===== config.mk =====
export PLATFORM = sky130hd
export DESIGN_NAME = fpu_mult_arbiter
export DESIGN_NICKNAME = d
export VERILOG_FILES = /design/src/rtl/fpu_pkg.sv /design/src/rtl/fpu_arb_fifo.sv /design/src/rtl/fpu_mult_arbiter.sv
export SDC_FILE = /design/constraint.sdc
export NUM_CORES = 1
export LEC_CHECK = 0
export ABC_AREA = 0
export ABC_CLOCK_PERIOD_IN_PS = 2900
export BUFFER_PORTS_ARGS = -buffer_cell sky130_fd_sc_hd__buf_2
export CELL_PAD_IN_SITES_DETAIL_PLACEMENT = 1
export CELL_PAD_IN_SITES_GLOBAL_PLACEMENT = 1
export CORE_ASPECT_RATIO = 0.5
export CORE_MARGIN = 3
export CORE_UTILIZATION = 32
export CTS_BUF_LIST = sky130_fd_sc_hd__clkbuf_4 sky130_fd_sc_hd__clkbuf_8 sky130_fd_sc_hd__clkbuf_16
export CTS_CLUSTER_DIAMETER = 60
export CTS_CLUSTER_SIZE = 16
export DETAILED_ROUTE_END_ITERATION = 10
export PLACE_DENSITY = 0.76
export SLEW_MARGIN = 20
export SYNTH_ARGS = -nofsm -noshare
export SYNTH_HDL_FRONTEND = slang
export SYNTH_SLANG_ARGS = --single-unit

===== constraint.sdc =====
create_clock -name clk -period 2.9 [get_ports clk]
set_input_delay 0.435 -clock clk [delete_from_list [all_inputs] [get_ports clk]]
set_output_delay 0.435 -clock clk [all_outputs]
set_load 0.005 [all_outputs]

===== src/rtl/fpu_pkg.sv =====
// Shared FPU definitions: multiplier latency, FP16 constants and the
// requester tag carried alongside each multiply.
package fpu_pkg;

  localparam int unsigned FPU_MULT_LAT = 3;
  localparam logic [15:0] FP16_QNAN    = 16'h7E00;
  localparam int unsigned FPU_ID_W     = 2;

  typedef logic [FPU_ID_W-1:0] fpu_id_t;

  typedef struct packed {
    logic    valid;
    fpu_id_t id;
  } fpu_tag_t;

endpackage


===== src/rtl/fpu_arb_fifo.sv =====
// Synchronous show-ahead FIFO: head_data always presents the oldest entry;
// count reports occupancy. Caller guarantees no push when full / pop when empty.
module fpu_arb_fifo #(
  parameter int unsigned WIDTH = 34,
  parameter int unsigned DEPTH = 4
) (
  input  logic                         clk,
  input  logic                         rst_n,
  input  logic                         push,
  input  logic [WIDTH-1:0]             push_data,
  input  logic                         pop,
  output logic [WIDTH-1:0]             head_data,
  output logic [$clog2(DEPTH+1)-1:0]   count
);

  localparam int unsigned PW = (DEPTH > 1) ? $clog2(DEPTH) : 1;
  localparam int unsigned CW = $clog2(DEPTH+1);

  logic [WIDTH-1:0] mem [DEPTH];
  logic [PW-1:0]    wr_ptr;
  logic [PW-1:0]    rd_ptr;

  assign head_data = mem[rd_ptr];

  always_ff @(posedge clk) begin
    if (push) mem[wr_ptr] <= push_data;
  end

  always_ff @(posedge clk) begin
    if (!rst_n) begin
      wr_ptr <= '0;
      rd_ptr <= '0;
      count  <= '0;
    end else begin
      if (push) wr_ptr <= (wr_ptr == PW'(DEPTH-1)) ? '0 : wr_ptr + 1'b1;
      if (pop)  rd_ptr <= (rd_ptr == PW'(DEPTH-1)) ? '0 : rd_ptr + 1'b1;
      unique case ({push, pop})
        2'b10:   count <= count + CW'(1);
        2'b01:   count <= count - CW'(1);
        default: count <= count;
      endcase
    end
  end

endmodule


===== src/rtl/fpu_mult_arbiter.sv =====
// Round-robin front end sharing one pipelined FP16 multiplier among NUM_REQ
// requesters; results return in issue order through a credit-protected FIFO.
module fpu_mult_arbiter
  import fpu_pkg::*;
#(
  parameter int unsigned NUM_REQ    = 2,
  parameter int unsigned MULT_LAT   = FPU_MULT_LAT,
  parameter int unsigned FIFO_DEPTH = 4
) (
  input  logic                  clk,
  input  logic                  rst_n,
  input  logic [NUM_REQ-1:0]    req_valid,
  output logic [NUM_REQ-1:0]    req_ready,
  input  logic [32*NUM_REQ-1:0] req_a,
  input  logic [32*NUM_REQ-1:0] req_b,
  output logic [NUM_REQ-1:0]    resp_valid,
  input  logic [NUM_REQ-1:0]    resp_ready,
  output logic [31:0]           resp_result,
  output logic                  mult_valid_in,
  output logic [31:0]           mult_a,
  output logic [31:0]           mult_b,
  input  logic                  mult_valid_out,
  input  logic [31:0]           mult_result,
  output logic                  busy,
  output logic                  err_orphan
);

  localparam int unsigned IDW = $clog2(NUM_REQ);
  localparam int unsigned CW  = $clog2(FIFO_DEPTH+1);
  localparam int unsigned IFW = $clog2(MULT_LAT+1);

  logic [IDW-1:0]   rr_ptr;
  logic [IDW-1:0]   winner;
  logic [IDW-1:0]   cand;
  int unsigned      idx;
  logic             found;
  logic             credit_ok;
  logic             grant;
  logic [31:0]      sel_a;
  logic [31:0]      sel_b;

  fpu_tag_t         tag_pipe [MULT_LAT];
  fpu_tag_t         tag_in;
  fpu_tag_t         tail;
  logic [IFW-1:0]   in_flight;

  logic             fifo_push;
  logic             fifo_pop;
  logic [IDW+31:0]  fifo_head;
  logic [CW-1:0]    fifo_count;
  logic             fifo_nonempty;
  logic [IDW-1:0]   head_id;

  // Credit uses registered counts only, so a same-cycle pop never frees a slot.
  assign credit_ok = (32'(fifo_count) + 32'(in_flight)) < FIFO_DEPTH;

  always_comb begin
    found  = 1'b0;
    winner = '0;
    idx    = 0;
    cand   = '0;
    for (int unsigned k = 0; k < NUM_REQ; k++) begin
      idx  = (32'(rr_ptr) + k) % NUM_REQ;
      cand = IDW'(idx);
      if (!found && req_valid[cand]) begin
        found  = 1'b1;
        winner = cand;
      end
    end
  end

  // Gated by rst_n: an operation granted during reset would be discarded.
  assign grant = found & credit_ok & rst_n;

  always_comb begin
    sel_a = '0;
    sel_b = '0;
    for (int unsigned k = 0; k < NUM_REQ; k++) begin
      if (IDW'(k) == winner) begin
        sel_a = req_a[k*32 +: 32];
        sel_b = req_b[k*32 +: 32];
      end
    end
  end

  assign req_ready     = grant ? (NUM_REQ'(1) << winner) : '0;
  assign mult_valid_in = grant;
  assign mult_a        = grant ? sel_a : '0;
  assign mult_b        = grant ? sel_b : '0;

  always_comb begin
    tag_in       = '0;
    tag_in.valid = grant;
    tag_in.id    = FPU_ID_W'(winner);
  end

  assign tail = tag_pipe[MULT_LAT-1];

  always_ff @(posedge clk) begin
    if (!rst_n) begin
      for (int unsigned i = 0; i < MULT_LAT; i++) tag_pipe[i] <= '0;
      in_flight  <= '0;
      rr_ptr     <= '0;
      err_orphan <= 1'b0;
    end else begin
      tag_pipe[0] <= tag_in;
      for (int unsigned i = 1; i < MULT_LAT; i++) tag_pipe[i] <= tag_pipe[i-1];
      unique case ({grant, tail.valid})
        2'b10:   in_flight <= in_flight + IFW'(1);
        2'b01:   in_flight <= in_flight - IFW'(1);
        default: in_flight <= in_flight;
      endcase
      if (grant) rr_ptr <= (winner == IDW'(NUM_REQ-1)) ? '0 : winner + 1'b1;
      if (mult_valid_out ^ tail.valid) err_orphan <= 1'b1;
    end
  end

  assign fifo_push = mult_valid_out & tail.valid;

  fpu_arb_fifo #(
    .WIDTH (IDW + 32),
    .DEPTH (FIFO_DEPTH)
  ) u_fifo (
    .clk       (clk),
    .rst_n     (rst_n),
    .push      (fifo_push),
    .push_data ({tail.id[IDW-1:0], mult_result}),
    .pop       (fifo_pop),
    .head_data (fifo_head),
    .count     (fifo_count)
  );

  assign fifo_nonempty = (fifo_count != '0);
  assign head_id       = fifo_head[32 +: IDW];
  assign resp_valid    = fifo_nonempty ? (NUM_REQ'(1) << head_id) : '0;
  assign resp_result   = fifo_nonempty ? fifo_head[31:0] : '0;
  assign fifo_pop      = fifo_nonempty & resp_ready[head_id];

  assign busy = (in_flight != '0) || fifo_nonempty;

endmodule


After elaboration in Yosys (flattened, before gate mapping)
Memories as Yosys holds them, arrays and structs flattened. A register that Yosys moved wholly into a read port is not among the register bits.
Cells that the tools add are included.
Widths: inputs -> output; s select.
{"block": "totals", "reg_bits": 11, "latch_bits": 0, "ram_bits": 141, "romBits": 0, "input_bits": 167, "out_inout_bits": 103, "wordCells": 75, "mem_count": 2}
{"block": "classes", "add_sub_neg": 9, "n_mul": 0, "div": 0, "order_cmp": 4, "n_eq_ne": 6, "shift": 2, "n_mux": 31, "n_bitwise": 8, "reduce_logical": 7}
{"name": "u_fifo.mem", "depth": 4, "width": 33, "rd": 1, "rd_clocked_by_memory_dff": 1, "write_ports": 1, "line": "fpu_arb_fifo.sv:19", "rtl": "logic [WIDTH-1:0] mem [DEPTH];"}
{"name": "tag_pipe", "depth": 3, "width": 3, "rd": 3, "rd_clocked_by_memory_dff": 0, "write_ports": 3, "line": "fpu_mult_arbiter.sv:42", "rtl": "fpu_tag_t tag_pipe [MULT_LAT];"}
{"op": "$mux 32", "count": 5}
{"op": "$mux 1", "count": 15}
{"op": "$mux 2", "count": 6}
{"op": "$mux 3", "count": 3}
{"op": "$eq 2x2->1 const B", "count": 4}
{"op": "$add 2x1->2 const B", "count": 3}
{"op": "$lt 1x2->1 const B", "count": 3}
{"op": "$pmux 3 s2", "count": 1}
{"op": "$reduce_bool 2->1", "count": 3}
{"op": "$add 3x2->4", "count": 1}
{"op": "$and 1x1->1", "count": 4}
{"op": "$eq 2x1->1 const B", "count": 2}
{"op": "$lt 4x3->1 const B", "count": 1}
{"op": "$pmux 2 s2", "count": 1}
{"op": "$shl 1x1->2 const A", "count": 2}
{"op": "$add 3x1->3 const B", "count": 1}
{"op": "$or 1x1->1", "count": 3}
{"op": "$reduce_bool 3->1", "count": 1}
{"op": "$sub 3x1->3 const B", "count": 1}
{"op": "$add 1x1->1 const B", "count": 2}
{"op": "$sub 2x1->2 const B", "count": 1}
{"op": "$logic_and 1x1->1", "count": 1}
{"op": "$logic_not 1->1", "count": 1}
{"op": "$logic_or 1x1->1", "count": 1}
{"op": "$xor 1x1->1", "count": 1}

Longest topological paths before layout
Gate-level depths: netlist of the first run.
{"block": "depth", "depth_word": 10, "mapped_depth": 9, "depth_no_buf": 8}

Hierarchy
Synthesis of the first run repeated with hierarchy kept, for this count alone.
{"block": "hier_totals", "cells_unflattened": 602, "hier_area_um2": 7708.6}
{"module": "fpu_arb_fifo", "instances": 1, "cells_each": 214, "area_per_inst_um2": 5248.8, "seq_area_each_um2": 4144.0}
{"module": "fpu_mult_arbiter", "instances": 1, "cells_each": 388, "area_per_inst_um2": 2459.9, "seq_area_each_um2": 200.2}

Worst setup path before layout of the first run
Ideal clock, no wire load.
{"block": "synth_timing", "path_type": "register -> register", "from": "register with a tool-made name", "to": "register u_fifo.count[2]", "setup_time_ps": 72, "arrival_ps": 2412, "t_required_ps": 2828, "path_slack_ps": 415, "path_stages_with_launch": 10, "path_buffers": 1, "synth_period_minus_slack_ps": 2485, "cell_sequence": "dfxtp_1 > buf_6 > mux4_2 > mux2i_2 > ha_1 > inv_1 > fa_1 > xor2_1 > or3_1 > a21oi_1"}
{"element": "end signal: assignment", "line": "fpu_arb_fifo.sv:38", "rtl": "2'b10: count <= count + CW'(1);"}
{"element": "end signal: assignment", "line": "fpu_arb_fifo.sv:39", "rtl": "2'b01: count <= count - CW'(1);"}
{"element": "end signal: assignment", "line": "fpu_arb_fifo.sv:40", "rtl": "default: count <= count;"}
{"element": "end: declaration", "line": "fpu_arb_fifo.sv:13", "rtl": "output logic [$clog2(DEPTH+1)-1:0] count"}

==> summary.md, run 1 <==
| Metric | Value |
|---|---|
| I/O Buffers | about 270 |
| Post-route setup TNS | 0 ns |
| Detailed placement HPWL | 15700 um |
| Number of max-cap violations | 0 |
| Height of the die | between 100 and 150 um |
| Final Cycle Share | approximately nine tenths |
| Top routing layer in use | met4 |
| Top FF cell, synth | edfxtp_1 |
| # clock sinks | ~150 |
| Hold_sp | mult_result[17] |
| Critical Path RT | about 2.5 ns |
| Crit start category | register |
| Met3 WL | 1220 um |
| Syn Nets | between 700 and 800 |
| Synth Register Bits | 151 |
| Fillers | 2379 |
| Largest net degree at the start of global routing | 70 |
| Max Buffers Root-to-Sink | 2 |
| Max Fanout on Critical Path | 32 |
| Reg2reg setup slack | around 0.30 ns |
| Synth unique cells | 30 |
| Kind of critical path | register to output pin |
| PD cells | approximately 550 nW/um^2 |
| Reg2Reg Launch Point | u_fifo.mem[2][32]$_DFFE_PP_ |
| Overall routing resource usage | 18.2% |
| Pins Over Slew Limit | 0 |
| Hold WC Path Type | input pin to register |
| Final hold violation count | 0 |
| Syn-to-layout area delta | 31.9% |
| Peak supply drop | ~0.34 mV |
| RSZ-0062 raised after global routing | no |
| Post-synth EDFFs | 132 |
| GPL Wtd Cong | 0.793 |
| Min cycle time layout | approximately 2.6 ns |
| Hold-fix buffers at CTS | 0 |
| DRT iter0 DRCs | 293 |
| Outcome | finished clean |
| Skew-Pair Late Insertion Delay | 0.42 ns |
| Post-CTS sizing | 0 |
| Antenna Nets Post-Route | 0 |
| Num rows | 38 |
| Number of global-route vias before repair | 6164 |
| Post-Syn Instances | between 500 and 600 |
| CP Capture Type | output pin |
| Clock root buffer | clkbuf_16 |
| Core area | around 22000 um^2 |
| Synth warn | 0 |
| Reg2Reg Capture Point | u_fifo.count[2]$_SDFFE_PN0P_ |
| Die width | 220 um |
| Yosys top cell area share | around 54% |
| Die area | between 20000 and 25000 um^2 |
| Cell area after synthesis | around 7300 um^2 |
| Setup violators final | 0 |
| Asr flop ratio synth | 0% |
| Fmax achieved | about 0.38 GHz |
| Residual DRC count | 0 |
| Final #Nets | 969 |
| Slew HR | ~52% |
| Largest cells by area after synthesis | edfxtp_1 54%, o211ai_1 13%, mux4_2 10% |
| Initial Util | between 30% and 40% |
| Post-synthesis sequential area ratio | around three fifths |
| Clock transition at path regs | 0.06 ns |
| First drt pass iteration count | 4 |
| Avg Cell Area, Syn | between 10 and 15 um^2 |
| Top cells by count, synth | 132 x edfxtp_1, 128 x o211ai_1, 68 x a21oi_1 |
| CTS tree | done |
| Initial antenna violation count | 3 |
| Total leakage power | around 0.0036 uW |
| CTS buffer count | 17 |
| Via/cell ratio | about 5.2 |
| Tot Pwr | around 5300 uW |
| Hold Crit Endpoint | u_fifo.mem[0][17]$_DFFE_PP_ |
| H-tree depth | 4 |
| Wirelength per Cell | between 20 and 25 um |
| Skew final | 0.00655 ns |
| Reg2reg path depth | 8 |
| Layout cells sized above 1 | 45.6% |
| Vias after detailed routing | between 5k and 6k |
| Measured slew at the worst slew-check pin | slightly above 0.7 ns |
| WHS Path Cells | 1 |
| Routed met1 length | 9430 um |
| Drt total wl | 22700 um |
| Global-route wire length before repair | 34600 um |
| Most common cell in the netlist | edfxtp_1 |
| Worst Path Arrival | between 2 and 2.5 ns |
| Synth area leader | edfxtp_1 |
| Setup bufs post-CTS | 0 |
| Ports | 270 |
| WL met2 | ~12000 um |
| Global route overflow | 0 |
-- logic make-up (layout without fill, tap and decap cells) --
group | count (synthesis) | count (layout) | share of synthesized area (%)
other | 0 | 3 | 0
xor gates and xnor gates | 4 | 4 | 0.479
muxes | 37 | 37 | 10.8
adders and majority gates | 10 | 10 | 1.81
and+or+nand+nor | 70 | 70 | 5.28
buffers and inverters | 71 | 330 | 3.83
AOI/OAI and AO/OA | 203 | 203 | 18.5
DFF | 151 | 151 | 59.4
-- power by group --
part / leakage (uW) / switching (uW) / internal, uW
logic: 0.00193 / 391 / 330
registers: 0.00135 / 17.1 / 2380
clock network: 0.000299 / 871 / 1340
-- placed cells by master, fill, tap and decap left out, drive strengths merged, types with 6 or more instances in the layout --
cell	count
a21oi	68
clkinv	6
edfxtp	132
o211ai	128
buf	288
nor2b	33
dfxtp	19
and2	8
mux4	33
nor2	16
clkbuf	20
inv	13
ha	9
-- through the flow --
| stage | hold slack, ns | setup WS (ns) | util, % | std cells | area, um^2 |
|---|---|---|---|---|---|
| 3_3_place_gp | 0.416 | 0.432 | 40.9 | 1073 | 9030 |
| 6_report | 0.236 | 0.259 | 43.7 | 1108 | 9650 |
| 5_1_grt | 0.211 | 0.0785 | 43.7 | 1108 | 9650 |
| 2_1_floorplan | 0.412 | 0.415 | - | 546 | 7320 |
| 3_5_place_dp | 0.435 | 0.320 | 40.9 | 1073 | 9030 |
| 4_1_cts | 0.214 | 0.175 | 43.7 | 1105 | 9640 |
-- state kept, by name (all words and copies together) (netlist names), named ones only --
name and flops:
u_fifo.rd_ptr 2, u_fifo.count 3, rr_ptr 1, in_flight 2, tag_pipe 6, u_fifo.wr_ptr 2
u_fifo.mem 132, err_orphan 1
-- per-layer routing --
metal / up-vias / track usage [%]
met5: - / 0
met4: 0 / 4.24
met3: 14 / 4.86
met2: 170 / 32.8
met1: 2922 / 21.7
li1: 2677 / -
-- final cells by class --
| type | count | area, um^2 | area share (%) |
|---|---|---|---|
| Multi-Input combinational cell | 324 | 2710 | 28.1 |
| Sequential cell | 151 | 4350 | 45.1 |
| Inverter | 10 | 37.5 | 0.389 |
| Antenna cell | 3 | 7.51 | 0.0778 |
| Timing Repair Buffer | 288 | 1560 | 16.2 |
| Clock buffer | 20 | 500 | 5.19 |
| Clock inverter | 12 | 110 | 1.14 |
| Tap cell | 300 | 375 | 3.89 |
-- worst max-delay path: stages, from the launching register on --
cell     delay (ns)
dfxtp_2        0.34
buf_4          0.55
mux4_2         0.60
nor2b_1        0.15
buf_2          0.13
-- how the worst max path moves through the flow --
stage                                      from                           end  slack (ns)  cells after the start
floorplan                              register  u_fifo.count[2]$_SDFFE_PN0P_        0.42                      9
global placement                       register  u_fifo.count[2]$_SDFFE_PN0P_        0.43                      8
detailed placement  u_fifo.mem[2][32]$_DFFE_PP_  u_fifo.count[2]$_SDFFE_PN0P_        0.32                      8
CTS                                    register               resp_result[14]        0.18                      4
global route                           register                resp_result[1]        0.08                      4
finish                                 register               resp_result[14]        0.26                      4
Note: power is estimated with default switching activity, not from simulation.
==> inputs of run 2 (changes only) <==
Settings changed: PLACE_DENSITY 0.76 to default, PLACE_DENSITY_LB_ADDON from default to 0.1.
==> run 2 against run 1 <==
Against the previous run: wire length up 0.90%; clock skew decreased by 0.00068 ns; sequential power about the same; clock-buffer cell count is 3 lower; critical path depth increased by 2; via count hardly changed; critical endpoint is now mult_a[11]; highest routed layer is now met5.
==> summary.md, run 2 (same netlist as run 1, synthesis figures left out) <==
| Metric | Value |
|---|---|
| Ports | 270 (unchanged) |
| WP buf/inv | 2 (unchanged) |
| Psw | 1330 uW (was 1280 uW) |
| GPL Wtd Cong | 0.790 (was 0.793) |
| Clock power frac | 39.7% (was 41.5%) |
| Number of global-route vias before repair | 6359 (was 6164) |
| Final #Nets | 967 (was 969) |
| Max reg flops | 132 (unchanged) |
| CTS buffer count | 17 (unchanged) |
| Max Fanout on Critical Path | 69 (was 32) |
| Skew-Pair Late Insertion Delay | 0.41 ns (was 0.42 ns) |
| Residual DRC count | 0 (unchanged) |
| Syn-to-layout area delta | 30.8% (was 31.9%) |
| Comb power frac | 14.0% (was 13.5%) |
| Pins Over Slew Limit | 0 (unchanged) |
| Drt total wl | 22900 um (was 22700 um) |
| Tot Pwr | 5180 uW (was 5330 uW) |
| Global-route wire length before repair | 35700 um (was 34600 um) |
| Slew HR | 46.7% (was 52.5%) |
| Sequential Power Share | 46.4% (was 45.0%) |
| CTS tree | done (unchanged) |
| Initial antenna violation count | 6 (was 3) |
| Clock transition at path regs | 0.06 ns (about the same) |
| First drt pass iteration count | 4 (unchanged) |
| Critical path, cell by cell | ha_1 > nand3_1 > nand3_2 > buf_4 > a21oi_1 > buf_2 (was buf_4 > mux4_2 > nor2b_1 > buf_2) |
| DRT iter0 DRCs | 354 (was 293) |
| Clock root buffer | clkbuf_16 (unchanged) |
| Post-CTS sizing | 0 (unchanged) |
| Dpl ws | 0.369 ns (was 0.320 ns) |
| Kind of critical path | register to output pin (unchanged) |
| Worst path max stage delay | 0.56 ns (was 0.60 ns) |
| Largest regs | u_fifo.mem: 132 flops, tag_pipe: 6 flops, u_fifo.count: 3 flops (unchanged) |
| Crit start category | register (unchanged) |
| Slowest cell on the critical path | buf_4 (was mux4_2) |
| Crit-path leading delay family | buffers and inverters (unchanged) |
| Sw frac | 25.8% (was 24.0%) |
| Commonest non-fill, non-tap cells in the layout | 269 x buf_2, 132 x edfxtp_1, 128 x o211ai_1, 68 x a21oi_1 (unchanged) |
| Final Worst Setup Slack | 0.206 ns (was 0.259 ns) |
| Number of max-cap violations | 0 (unchanged) |
| Core area | 22100 um^2 (unchanged) |
| Initial Util | 33.2% (unchanged) |
| Via/cell ratio | 5.24 (was 5.22) |
| H-tree depth | 4 (unchanged) |
| # clock sinks | 151 (unchanged) |
| Critical Path RT | 2.47 ns (about the same) |
| Worst Path Arrival | 2.26 ns (was 2.21 ns) |
| Hold_ws | 0.234 ns (was 0.236 ns) |
| Final Cycle Share | 92.9% (was 91.1%) |
| Fmax achieved | 0.371 GHz (was 0.379 GHz) |
| Overall routing resource usage | 18.6% (was 18.2%) |
| Layout cells sized above 1 | 45.5% (was 45.6%) |
| Vias after detailed routing | 5788 (was 5783) |
| Min cycle time layout | 2.69 ns (was 2.64 ns) |
| Skew final | 0.00587 ns (was 0.00655 ns) |
| Antenna Nets Post-Route | 0 (unchanged) |
| Height of the die | 113 um (unchanged) |
| RSZ-0062 raised after global routing | no (unchanged) |
| Internal power | 3840 uW (was 4060 uW) |
| Die width | 220 um (unchanged) |
| Hold WC Path Type | input pin to register (unchanged) |
| Outcome | finished clean (unchanged) |
| Post-route setup TNS | 0 ns (unchanged) |
| I/O Buffers | 269 (unchanged) |
| Final hold violation count | 0 (unchanged) |
| Peak supply drop | 0.475 mV (was 0.336 mV) |
| Die area | 24800 um^2 (unchanged) |
| Detailed placement HPWL | 15500 um (was 15700 um) |
| Max Buffers Root-to-Sink | 2 (unchanged) |
| Num rows | 38 (unchanged) |
| Setup bufs post-CTS | 0 (unchanged) |
| Placed Cells | 1071 (was 1073) |
| PD cells | 541 nW/um^2 (was 553 nW/um^2) |
| Commonest non-fill, non-tap cell in the layout | buf_2 (unchanged) |
| Final Non-Filler Cells | 1105 (was 1108) |
| Largest net degree at the start of global routing | 70 (unchanged) |
| Setup violators final | 0 (unchanged) |
| Measured slew at the worst slew-check pin | 0.799 ns (was 0.713 ns) |
| Global route overflow | 0 (unchanged) |
| Wirelength per Cell | 20.7 um (was 20.5 um) |
| Register with the most flip-flops | u_fifo.mem (unchanged) |
| Hold-fix buffers at CTS | 0 (unchanged) |
| CP Capture Type | output pin (unchanged) |
| Total leakage power | 0.00354 uW (was 0.00358 uW) |
[run 2: cell count changes in the layout (fill, tap and decap cells not counted)]
cell	before	now
clkinv_2	3	1
inv_8	0	5
diode_2	3	2
buf_12	6	5
inv_6	3	4
clkbuf_16	20	17
inv_4	1	0
bufinv_16	1	0
buf_4	13	12
clkinvlp_4	2	3
[run 2: final timing paths]
| path | cells past startpoint | slack, ns | from | end |
|---|---|---|---|---|
| hold / removal | 1 | 0.23 | mult_result[24] | u_fifo.mem[1][24]$_DFFE_PP_ |
| setup reg to reg | 8 | 0.33 | u_fifo.mem[3][32]$_DFFE_PP_ | u_fifo.count[2]$_SDFFE_PN0P_ |
| hold reg to reg | 1 | 0.43 | tag_pipe[0][2]$_SDFF_PN0_ | tag_pipe[0][5]$_SDFF_PN0_ |
| setup / recovery | 6 | 0.21 | u_fifo.count[1]$_SDFFE_PN0P_ | mult_a[11] |
[run 2: area by class of cell]
class	count	area (um^2)
Clock buffer	17	425
Tap cell	300	375
Antenna cell	2	5.00
Clock inverter	15	136
Sequential cell	151	4350
Inverter	10	37.5
Fill cell	2399	12500
Timing Repair Buffer	286	1540
Multi-Input combinational cell	324	2710
[run 2: per-layer routing]
layer  vias to the layer above  track usage, %  routed length (um)
li1                       2683               -                   -
met1                      2906            22.2                9560
met2                       160            32.1               11400
met3                        31            6.55                1540
met4                         8            5.14                 338
met5                         -               0                  37
[run 2: power groups by stage]
stage / Combinational, uW / Sequential (uW) / Clock, uW
floorplan: 387 / 2440 / 0
global placement: 727 / 2450 / 0
detailed placement: 737 / 2450 / 0
CTS: 740 / 2400 / 2120
global route: 805 / 2400 / 2220
finish: 722 / 2400 / 2050
[run 2: stage by stage]
stage,util (%),cell area [um^2]
2_1_floorplan,-,7320
3_3_place_gp,40.8,9000
3_5_place_dp,40.8,9000
4_1_cts,43.4,9570
5_1_grt,43.4,9570
6_report,43.4,9570
==> inputs of run 3 (changes only) <==
Settings changed: ABC_AREA 0 to 1.
==> run 3 against run 2 <==
Against the previous run: register-to-register slack improved by 0.26 ns; area after synthesis fell by 6.0%; combinational power rose by 97%; largest power group unchanged; highest routed layer unchanged.
==> summary.md, run 3 <==
| Metric | Value |
|---|---|
| Outcome | finished clean (unchanged) |
| DRT iter0 DRCs | 179 (was 354) |
| Register with the most flip-flops | u_fifo.mem (unchanged) |
| Clock transition at path regs | 0.06 ns (about the same) |
| Die width | 213 um (was 220 um) |
| Core area | 20800 um^2 (was 22100 um^2) |
| Syn Nets | 890 (was 723) |
| Sw frac | 29.3% (was 25.8%) |
| Post-synthesis xor/xnor area fraction | 0% (was 0.479%) |
| CP Capture Type | output pin (unchanged) |
| Post-Syn Instances | 713 (was 546) |
| Drt total wl | 22600 um (was 22900 um) |
| GPL Wtd Cong | 0.855 (was 0.790) |
| Initial antenna violation count | 5 (was 6) |
| Commonest non-fill, non-tap cell in the layout | buf_2 (unchanged) |
| I/O Buffers | 269 (unchanged) |
| Psw | 1740 uW (was 1330 uW) |
| Commonest non-fill, non-tap cells in the layout | 269 x buf_2, 202 x nand2_1, 146 x nor2_1, 132 x edfxtp_1, 69 x o21ai_0 (was 269 x buf_2, 132 x edfxtp_1, 128 x o211ai_1, 68 x a21oi_1) |
| # clock sinks | 151 (unchanged) |
| Internal power | 4210 uW (was 3840 uW) |
| Detailed placement HPWL | 16100 um (was 15500 um) |
| Dpl ws | 0.526 ns (was 0.369 ns) |
| Kind of critical path | register to output pin (unchanged) |
| Comb power frac | 23.8% (was 14.0%) |
| Final #Nets | 1153 (was 967) |
| Hold WC Path Type | input pin to register (unchanged) |
| Reg2Reg Capture Point | u_fifo.count[2]$_SDFFE_PN0P_ (unchanged) |
| Crit path capture | mult_b[12] (was mult_a[11]) |
| Number of max-cap violations | 0 (unchanged) |
| Compound-cell area share of the yosys netlist | 8.32% (was 18.5%) |
| Antenna Nets Post-Route | 0 (unchanged) |
| Via/cell ratio | 4.63 (was 5.24) |
| Largest net degree at the start of global routing | 66 (was 70) |
| Ports | 270 (unchanged) |
| Yosys top cell area share | 57.6% (was 54.2%) |
| Wirelength per Cell | 17.9 um (was 20.7 um) |
| Layout cells sized above 1 | 34.1% (was 45.5%) |
| Fmax achieved | 0.372 GHz (was 0.371 GHz) |
| Global route overflow | 0 (unchanged) |
| Initial Util | 33.0% (was 33.2%) |
| Min cycle time layout | 2.69 ns (about the same) |
| Synth warn | 0 (unchanged) |
| Skew-Pair Late Insertion Delay | 0.42 ns (was 0.41 ns) |
| Final hold violation count | 0 (unchanged) |
| Skew final | 0.00685 ns (was 0.00587 ns) |
| RSZ-0062 raised after global routing | no (unchanged) |
| PD cells | 660 nW/um^2 (was 541 nW/um^2) |
| First drt pass iteration count | 4 (unchanged) |
| Final instance area | 9020 um^2 (was 9570 um^2) |
| Largest cells by area after synthesis | edfxtp_1 58%, nand2_1 11%, nor2_1 8.0% (was edfxtp_1 54%, o211ai_1 13%, mux4_2 10%) |
| Setup violators final | 0 (unchanged) |
| CTS buffer count | 17 (unchanged) |
| Setup bufs post-CTS | 0 (unchanged) |
| Number of global-route vias before repair | 6032 (was 6359) |
| Residual DRC count | 0 (unchanged) |
| Tot Pwr | 5960 uW (was 5180 uW) |
| Total leakage power | 0.00412 uW (was 0.00354 uW) |
| Hold-fix buffers at CTS | 0 (unchanged) |
| Synth Register Bits | 151 (unchanged) |
| Asr flop ratio synth | 0% (unchanged) |
| Vias after detailed routing | 5849 (was 5788) |
| Reg2reg setup slack | 0.59 ns (was 0.33 ns) |
| Top cells by count, synth | 202 x nand2_1, 147 x nor2_1, 132 x edfxtp_1 (was 132 x edfxtp_1, 128 x o211ai_1, 68 x a21oi_1) |
| Mux share of post-synthesis cell area | 0% (was 10.8%) |
| Synth unique cells | 27 (was 30) |
| Global-route wire length before repair | 34100 um (was 35700 um) |
| Post-route setup TNS | 0 ns (unchanged) |
| Hold_ws | 0.232 ns (was 0.234 ns) |
| Post-CTS sizing | 0 (unchanged) |
| Largest regs | u_fifo.mem: 132 flops, tag_pipe: 6 flops, u_fifo.count: 3 flops (unchanged) |
| Critical Path RT | 2.47 ns (about the same) |
| Crit start category | register (unchanged) |
| Avg Cell Area, Syn | 9.64 um^2 (was 13.4 um^2) |
| Max reg flops | 132 (unchanged) |
| Post-synth EDFFs | 132 (unchanged) |
| Critical path origin | in_flight[1]$_SDFFE_PN0P_ (was u_fifo.count[1]$_SDFFE_PN0P_) |
| Fillers | 2487 (was 2399) |
| H-tree depth | 4 (unchanged) |
| Clock root buffer | clkbuf_16 (unchanged) |
| Syn-to-layout area delta | 31.2% (was 30.8%) |
| Peak supply drop | 0.377 mV (was 0.475 mV) |
| Clock power frac | 35.0% (was 39.7%) |
| CTS tree | done (unchanged) |
| Max Buffers Root-to-Sink | 2 (unchanged) |
| Worst Path Arrival | 2.25 ns (was 2.26 ns) |
| Height of the die | 110 um (was 113 um) |
| Final Worst Setup Slack | 0.213 ns (was 0.206 ns) |
| Measured slew at the worst slew-check pin | 0.563 ns (was 0.799 ns) |
| Post-synthesis simple-gate area fraction | 21.4% (was 5.28%) |
| Overall routing resource usage | 19.6% (was 18.6%) |
| Synth area leader | edfxtp_1 (unchanged) |
| Largest family of logic cells by synthesized area | simple AND/OR/NAND/NOR gates (was compound AO/OA/AOI/OAI gates) |
| Pins Over Slew Limit | 0 (unchanged) |
| Die area | 23400 um^2 (was 24800 um^2) |
| Slew HR | 62.5% (was 46.7%) |
| Top FF cell, synth | edfxtp_1 (unchanged) |
| Cell area after synthesis | 6880 um^2 (was 7320 um^2) |
| Most common cell in the netlist | nand2_1 (was edfxtp_1) |
| Post-synthesis sequential area ratio | 63.2% (was 59.4%) |
| Max Fanout on Critical Path | 47 (was 69) |
| Placed cell areas | 8450 um^2 (was 9000 um^2) |
| Final Cycle Share | 92.7% (was 92.9%) |
| Sequential Power Share | 41.2% (was 46.4%) |
| Reg2reg path depth | 13 (was 8) |
| Adder-cell share of the synthesized area | 1.93% (was 1.81%) |
| Num rows | 37 (was 38) |
run 3: cell types whose count changed after synthesis, sizes merged, moves of 9 or more:
| cell | before | now |
|---|---|---|
| nand2 | 4 | 213 |
| o21ai | 3 | 70 |
| o211ai | 128 | 0 |
| a21oi | 68 | 42 |
| nor2 | 16 | 148 |
| clkbuf | 42 | 11 |
| nor2b | 33 | 0 |
| buf | 19 | 28 |
| inv | 9 | 26 |
| mux4 | 33 | 0 |
run 3: area by class of cell:
cell class | count | area, um^2 | share of cell area [%]
clock inverter | 6 | 55.1 | 0.610
antenna | 2 | 5.00 | 0.0555
timing repair buffer | 283 | 1480 | 16.4
multi-input combinational | 496 | 2190 | 24.2
clock buffer | 26 | 505 | 5.60
tap | 273 | 342 | 3.79
inverter | 27 | 104 | 1.15
sequential | 151 | 4350 | 48.2
run 3: cell families after synthesis:
logic type                 after synthesis
and+or+nand+nor                        373
buffers and inverters                   66
AOI/OAI and AO/OA                      113
DFF                                    151
adders and majority gates               10
run 3: power groups by stage:
stage	clock network [uW]	logic, uW	registers [uW]
global route	2230	1630	2460
global placement	0	1430	2500
floorplan	0	818	2470
finish	2090	1420	2450
CTS	2140	1460	2450
detailed placement	0	1440	2500
run 3: through the flow:
stage,utilization (%),cells
floorplan,-,713
global placement,40.6,1230
detailed placement,40.6,1230
CTS,43.3,1262
global route,43.3,1264
finish,43.3,1264
run 3: how the worst min path moves through the flow:
| stage | to | slack, ns | cells past startpoint | from |
|---|---|---|---|---|
| after floorplan | tag_pipe[0][3]$_SDFF_PN0_ | 0.39 | 2 | tag_pipe[0][0]$_SDFF_PN0_ |
| after global placement | tag_pipe[0][8]$_SDFF_PN0_ | 0.40 | 2 | tag_pipe[0][5]$_SDFF_PN0_ |
| after detailed placement | tag_pipe[0][5]$_SDFF_PN0_ | 0.41 | 2 | tag_pipe[0][2]$_SDFF_PN0_ |
| after CTS | u_fifo.mem[1][21]$_DFFE_PP_ | 0.21 | 1 | mult_result[21] |
| after global routing | u_fifo.mem[3][30]$_DFFE_PP_ | 0.21 | 1 | mult_result[30] |
| final | u_fifo.mem[3][17]$_DFFE_PP_ | 0.23 | 1 | mult_result[17] |
run 3: routing by layer:
layer | global-route usage [%] | wire length, um
met1 | 24.3 | 9800
met2 | 32.7 | 10900
met3 | 6.93 | 1590
met4 | 5.79 | 282
met5 | 0 | 34
run 3: worst max-delay path, stage by stage, from the launching register on:
cell and delay (ns):
dfxtp_1 0.34, ha_1 0.31, nand3_2 0.08, nand3_2 0.12, nor2_4 0.14, nand2_2 0.08
inv_4 0.19, buf_12 0.27, nand2_1 0.08, nand2_1 0.09, buf_2 0.12
